===== src/rtl/lcd_arb_pkg.sv =====
`default_nettype none
// ============================================================================
// Module   : lcd_arb_pkg
// Purpose  : Shared types and constants for the LCD command arbiter.
//            - state_t   : arbiter FSM state encoding
//            - CMD_W_DEF : default command width {rs, rw, data[7:0]}
//            - RS_BIT / RW_BIT : field positions inside a command word
// Revision : 1.0 - initial release
// ============================================================================
package lcd_arb_pkg;

  localparam int CMD_W_DEF = 10;
  localparam int RS_BIT    = 9;
  localparam int RW_BIT    = 8;

  typedef enum logic [1:0] {
    ST_IDLE      = 2'd0,
    ST_ISSUE     = 2'd1,
    ST_WAIT_BUSY = 2'd2,
    ST_WAIT_DONE = 2'd3
  } state_t;

endpackage : lcd_arb_pkg
`default_nettype wire


===== src/rtl/rr_arb2.sv =====
`default_nettype none
// ============================================================================
// Module   : rr_arb2
// Purpose  : Two-way round-robin arbiter (priority pointer plus grant logic).
// Ports    : clk, rst        - clock, asynchronous active-high reset
//            req[1:0]        - request vector
//            advance         - a grant is being taken this cycle
//            gnt_valid       - at least one request is pending
//            gnt_idx         - index of the requester that wins this cycle
// Revision : 1.0 - initial release
// ============================================================================
module rr_arb2 (
  input  logic       clk,
  input  logic       rst,
  input  logic [1:0] req,
  input  logic       advance,
  output logic       gnt_valid,
  output logic       gnt_idx
);

  logic r_ptr;

  // The pointer only breaks ties; a lone requester always wins.
  always_comb begin
    gnt_valid = |req;
    if (req == 2'b11) begin
      gnt_idx = r_ptr;
    end else begin
      gnt_idx = req[1];
    end
  end

  // After any grant the other requester gets priority.
  always_ff @(posedge clk or posedge rst) begin
    if (rst) begin
      r_ptr <= 1'b0;
    end else if (advance && gnt_valid) begin
      r_ptr <= ~gnt_idx;
    end
  end

endmodule : rr_arb2
`default_nettype wire


===== src/rtl/lcd_cmd_arbiter.sv =====
`default_nettype none
// ============================================================================
// Module   : lcd_cmd_arbiter
// Purpose  : Arbitrates two command requesters onto a single LCD controller
//            port, strobing each command once and tracking the LCD busy
//            handshake with a rise timeout.
// Ports    : clk, rst            - clock, asynchronous active-high reset
//            req0/cmd0/ack0      - requester 0 handshake
//            req1/cmd1/ack1      - requester 1 handshake
//            lcd_busy            - busy flag from the LCD controller
//            lcd_enable, lcd_bus - one-cycle command strobe and command
//            grant_id            - requester last granted
//            timeout_err         - sticky: busy never rose after an issue
//            idle                - FSM is in IDLE
// Revision : 1.0 - initial release
// ============================================================================
module lcd_cmd_arbiter
  import lcd_arb_pkg::*;
#(
  parameter int TIMEOUT = 16,
  parameter int CMD_W   = CMD_W_DEF
) (
  input  logic             clk,
  input  logic             rst,
  input  logic             req0,
  input  logic [CMD_W-1:0] cmd0,
  output logic             ack0,
  input  logic             req1,
  input  logic [CMD_W-1:0] cmd1,
  output logic             ack1,
  input  logic             lcd_busy,
  output logic             lcd_enable,
  output logic [CMD_W-1:0] lcd_bus,
  output logic             grant_id,
  output logic             timeout_err,
  output logic             idle
);

  localparam int                 c_CNT_W = $clog2(TIMEOUT + 1);
  localparam logic [c_CNT_W-1:0] c_TMO   = c_CNT_W'(TIMEOUT);

  state_t             r_state;
  state_t             w_state_nxt;
  logic [c_CNT_W-1:0] r_cnt;
  logic [c_CNT_W-1:0] w_cnt_nxt;
  logic [c_CNT_W-1:0] w_cnt_inc;
  logic               w_tmo;
  logic               w_gnt_valid;
  logic               w_gnt_idx;
  logic               w_grant;
  logic [CMD_W-1:0]   r_hold;
  logic               r_enable;
  logic               r_ack0;
  logic               r_ack1;
  logic               r_grant_id;
  logic               r_err;
  logic               r_idle;

  rr_arb2 u_rr_arb2 (
    .clk       (clk),
    .rst       (rst),
    .req       ({req1, req0}),
    .advance   (w_grant),
    .gnt_valid (w_gnt_valid),
    .gnt_idx   (w_gnt_idx)
  );

  // A busy LCD (e.g. still initialising) blocks new grants entirely.
  assign w_grant   = (r_state == ST_IDLE) && !lcd_busy && w_gnt_valid;
  assign w_cnt_inc = r_cnt + 1'b1;

  always_ff @(posedge clk or posedge rst) begin
    if (rst) begin
      r_state <= ST_IDLE;
    end else begin
      r_state <= w_state_nxt;
    end
  end

  always_comb begin
    w_state_nxt = r_state;
    w_cnt_nxt   = r_cnt;
    w_tmo       = 1'b0;
    case (r_state)
      ST_IDLE: begin
        if (w_grant) begin
          w_state_nxt = ST_ISSUE;
        end
      end
      ST_ISSUE: begin
        w_state_nxt = ST_WAIT_BUSY;
        w_cnt_nxt   = '0;
      end
      ST_WAIT_BUSY: begin
        if (lcd_busy) begin
          w_state_nxt = ST_WAIT_DONE;
          w_cnt_nxt   = '0;
        end else if (w_cnt_inc == c_TMO) begin
          // The TIMEOUT-th cycle without busy gives up on this command.
          w_state_nxt = ST_IDLE;
          w_cnt_nxt   = '0;
          w_tmo       = 1'b1;
        end else begin
          w_cnt_nxt   = w_cnt_inc;
        end
      end
      ST_WAIT_DONE: begin
        if (!lcd_busy) begin
          w_state_nxt = ST_IDLE;
        end
      end
      default: begin
        w_state_nxt = ST_IDLE;
      end
    endcase
  end

  // Strobes are registered from the grant decision so they coincide with
  // the ISSUE state and carry no combinational glitches.
  always_ff @(posedge clk or posedge rst) begin
    if (rst) begin
      r_cnt      <= '0;
      r_hold     <= '0;
      r_enable   <= 1'b0;
      r_ack0     <= 1'b0;
      r_ack1     <= 1'b0;
      r_grant_id <= 1'b0;
      r_err      <= 1'b0;
      r_idle     <= 1'b1;
    end else begin
      r_cnt    <= w_cnt_nxt;
      r_enable <= w_grant;
      r_ack0   <= w_grant && !w_gnt_idx;
      r_ack1   <= w_grant &&  w_gnt_idx;
      r_idle   <= (w_state_nxt == ST_IDLE);
      if (w_grant) begin
        r_hold     <= w_gnt_idx ? cmd1 : cmd0;
        r_grant_id <= w_gnt_idx;
      end
      if (w_tmo) begin
        r_err <= 1'b1;
      end
    end
  end

  // r_enable is high exactly in ISSUE, so the bus is zero everywhere else.
  assign lcd_bus     = r_enable ? r_hold : '0;
  assign lcd_enable  = r_enable;
  assign ack0        = r_ack0;
  assign ack1        = r_ack1;
  assign grant_id    = r_grant_id;
  assign timeout_err = r_err;
  assign idle        = r_idle;

endmodule : lcd_cmd_arbiter
`default_nettype wire


===== config.mk =====
export PLATFORM = sky130hd
export DESIGN_NAME = lcd_cmd_arbiter
export DESIGN_NICKNAME = d
export VERILOG_FILES = /design/src/rtl/lcd_arb_pkg.sv /design/src/rtl/rr_arb2.sv /design/src/rtl/lcd_cmd_arbiter.sv
export SDC_FILE = /design/constraint.sdc
export NUM_CORES = 1
export LEC_CHECK = 0
export CORE_MARGIN = 5
export CORE_UTILIZATION = 50
export CTS_BUF_LIST = sky130_fd_sc_hd__clkbuf_4 sky130_fd_sc_hd__clkbuf_8
export CTS_CLUSTER_SIZE = 40
export DETAILED_ROUTE_END_ITERATION = 10
export PLACE_DENSITY = 0.87
export SLEW_MARGIN = 0
export SYNTH_ARGS = -nofsm -noshare
export SYNTH_HDL_FRONTEND = slang
export SYNTH_SLANG_ARGS = --single-unit

===== constraint.sdc =====
create_clock -name clk -period 4.1 [get_ports clk]
set_input_delay 0.41 -clock clk [delete_from_list [all_inputs] [get_ports clk]]
set_output_delay 0.41 -clock clk [all_outputs]
set_load 0.03 [all_outputs]

==> impl_metrics.py <==
metrics = {
    "route": {
        "num_vias": 1008,
        "drtAntennaViolNets": 0,
        "wl_per_cell_um": 14.07,
        "drt-initial-drc-count": 67,
        "viasPerCell": 5.333,
        "drc": 0,
        "drtPass1Iterations": 4,
        "routed_wl_um": 2660,
    },
    "die": {
        "fp.dieH_um": 59.47,
        "initial_core_util_pct": 50.78,
        "core-area_mm2": 0.002410,
        "boundaryPins": 41,
        "fp.dieW_um": 59.47,
        "die_area_mm2": 0.003537,
        "std_cell_rows": 18,
    },
    "setup_path": {
        "crit_path_max_fanout": 11,
        "crit_type": "reg2out",
        "worst_setup_path_end_kind": "output pin",
        "crit_required_ns": 3.69,
        "critical_path_arrival_ns": 1.67,
        "start_kind": "flop",
    },
    "synthesis": {
        "synth_area_mm2": 0.001224,
        "synth_cell_types": 30,
        "ys_ff_latch": 24,
        "syn_inst": 120,
        "synth-seq-area-share_pct": 49.18,
        "syn_nets": 151,
        "postSynthAreaPerCell_um2": 10.20,
        "yosys_warnings": 0,
    },
    "placed_design": {
        "port_buffers": 40,
        "dpl.hpwl_um": 1984,
        "placed_cells": 185,
        "routabilityCongestion": 0.8912,
    },
    "power_and_ir_drop": {
        "switching_power_mw": 0.3529,
        "swShare_pct": 38.31,
        "p_total_mw": 0.9211,
        "pwr-share-seq_pct": 40.7,
        "p_comb_share_pct": 47.2,
        "clock_power_share_pct": 12.2,
        "peakVddDrop_uv": 526.0,
        "internal-power_mw": 0.5682,
        "power.leakage_nw": 0.8027,
        "power_density_mw_per_mm2": 556.9,
    },
    "grt": {
        "grt_pass1_wl_um": 4333,
        "grt_overflow_total": 0,
        "grt_max_degree": 25,
        "antenna_found_initial": 0,
        "grt_pass1_vias": 972,
        "track_usage_pct": 15.99,
    },
    "sta": {
        "whs_ns": 0.4776,
        "fin_crit_sh_pct": 50.78,
        "worst_slew_pin_slew_ns": 0.8825,
        "min_period_ns": 2.082,
        "fmax_mhz": 480.3,
        "rsz0062_at_grt": "false",
        "relSlewSlack_pct": 41.11,
        "fin_worst_skew_ns": 0.01277,
        "drv_slew": 0,
        "fin_tns_setup_ns": 0,
        "setup_viol": 0,
        "hold_viol": 0,
    },
    "clock_network": {
        "cts_buffer_depth": 2,
        "clock_sinks": 24,
        "cts_setup_buffers": 0,
        "path_clk_slew_ns": 0.12,
        "cts_made_buffers": 3,
        "htreeDepth": 1,
        "clk_latency_ns": 0.31,
        "cts_tree": "yes",
        "cts_hold_buffers": 0,
        "ctsResizeCount": 0,
        "root_buffer": "clkbuf_4",
    },
    "cells_and_area": {
        "drive_gt1_share_pct": 4.403,
        "layout.cells.non_filler": 189,
        "num-nets-final": 191,
        "area_growth_pct": 35.17,
        "n_antenna_cell": 0,
        "final_util_pct": 68.64,
        "fillCellCount": 183,
    },
    "run": {
        "max_cap_viol_count": 0,
    },
    "status": {
        "outcome": "complete, no violations",
    },
    "min_path": {
        "hold_class": "reg2reg",
    },
}
cell families after synthesis:
group | after synthesis | synth area share [%]
compound gates | 33 | 20.35
fa+ha+maj | 6 | 6.135
buf+inv | 21 | 7.975
flops | 24 | 49.18
mux | 1 | 0.8180
simple gates | 35 | 15.54
synthesized netlist by cell type:
cell | instances | area share, %
a21o_1 | 6 | 3.7
ha_1 | 6 | 6.1
nand2b_1 | 4 | 2.0
and2_1 | 10 | 5.1
o22ai_1 | 1 | 0.51
o21a_1 | 1 | 0.61
a222oi_1 | 10 | 8.2
clkbuf_1 | 2 | 0.61
a221oi_1 | 1 | 0.72
dfstp_2 | 1 | 2.1
nand2_1 | 7 | 2.1
or2_1 | 1 | 0.51
nor2b_1 | 2 | 1.0
inv_1 | 15 | 4.6
a21oi_2 | 1 | 0.72
a211oi_1 | 2 | 1.2
o31ai_1 | 1 | 0.61
a21oi_1 | 3 | 1.2
mux2i_1 | 1 | 0.82
nor2_1 | 5 | 1.5
buf_4 | 1 | 0.61
and2b_1 | 1 | 0.61
o21ai_1 | 1 | 0.41
o21ai_0 | 6 | 2.5
and4b_1 | 1 | 0.82
dfrtp_1 | 23 | 47
buf_6 | 2 | 1.8
nand3_1 | 3 | 1.2
inv_2 | 1 | 0.31
and3_1 | 1 | 0.51
power groups by stage:
stage          combinational [mW]  clock (mW)  sequential, mW
6_report                    0.434       0.112           0.375
5_1_grt                     0.479       0.123           0.386
4_1_cts                     0.436       0.117           0.375
3_5_place_dp                0.435           0           0.380
3_3_place_gp                0.424           0           0.376
2_1_floorplan               0.290           0           0.397
placed cells by master (no fill, tap or decap), types with 2 or more instances in the layout:
| cell type | netlist | final |
|---|---|---|
| a211oi_1 | 2 | 2 |
| a21o_1 | 6 | 6 |
| a21oi_1 | 3 | 3 |
| a222oi_1 | 10 | 10 |
| and2_1 | 10 | 10 |
| clkbuf_4 | 0 | 4 |
| clkdlybuf4s50_1 | 0 | 40 |
| dfrtp_1 | 23 | 23 |
| ha_1 | 6 | 6 |
| inv_1 | 15 | 15 |
| nand2_1 | 7 | 7 |
| nand2b_1 | 4 | 4 |
| nand3_1 | 3 | 3 |
| nor2_1 | 5 | 5 |
| nor2b_1 | 2 | 2 |
| o21ai_0 | 6 | 6 |
through the flow:
step                      worst slack [ns]  cell area, µm²
final                                2.018            1654
after global routing                 1.871            1654
after CTS                            1.993            1654
after detailed placement             1.763            1624
after global placement               1.841            1624
after floorplan                      2.423            1224
cell type report:
cell class	count	area (µm²)	share of cell area (%)
multi-input combinational	75	524.3	31.69
timing repair buffer	40	400.4	24.21
tap	30	37.54	2.269
inverter	16	60.06	3.631
clock buffer	4	30.03	1.815
sequential	24	601.8	36.38
per-layer routing:
layer	GRT usage, %	wire length [µm]
met3	2.614	230
met1	19.92	1115
met5	0	0
met2	27.61	1303
met4	5.825	10
final timing paths:
path	slack, ns	to	depth (start not counted)	from
max reg2reg	2.06	r_hold[9]	7	r_state[0]
min	0.48	timeout_err	1	timeout_err
min reg2reg	0.48	timeout_err	1	timeout_err
min in group asynchronous	0.57	ack1	2	rst
max	2.02	lcd_bus[2]	2	lcd_enable
max in group asynchronous	2.98	timeout_err	2	rst
sequential cells by signal, summed over array words and instances, names as in the netlist:
signal and flops:
r_state 2, grant_id 1, r_hold 10, timeout_err 1, ack0 1, u_rr_arb2.r_ptr 1, ack1 1, lcd_enable 1
idle 1, r_cnt 5
worst max-delay path: stages, from the launching register on:
cell,delay (ns)
dfrtp_1,0.52
and2_1,0.19
clkdlybuf4s50_1,0.67
Power figures use the tool's default switching activity.
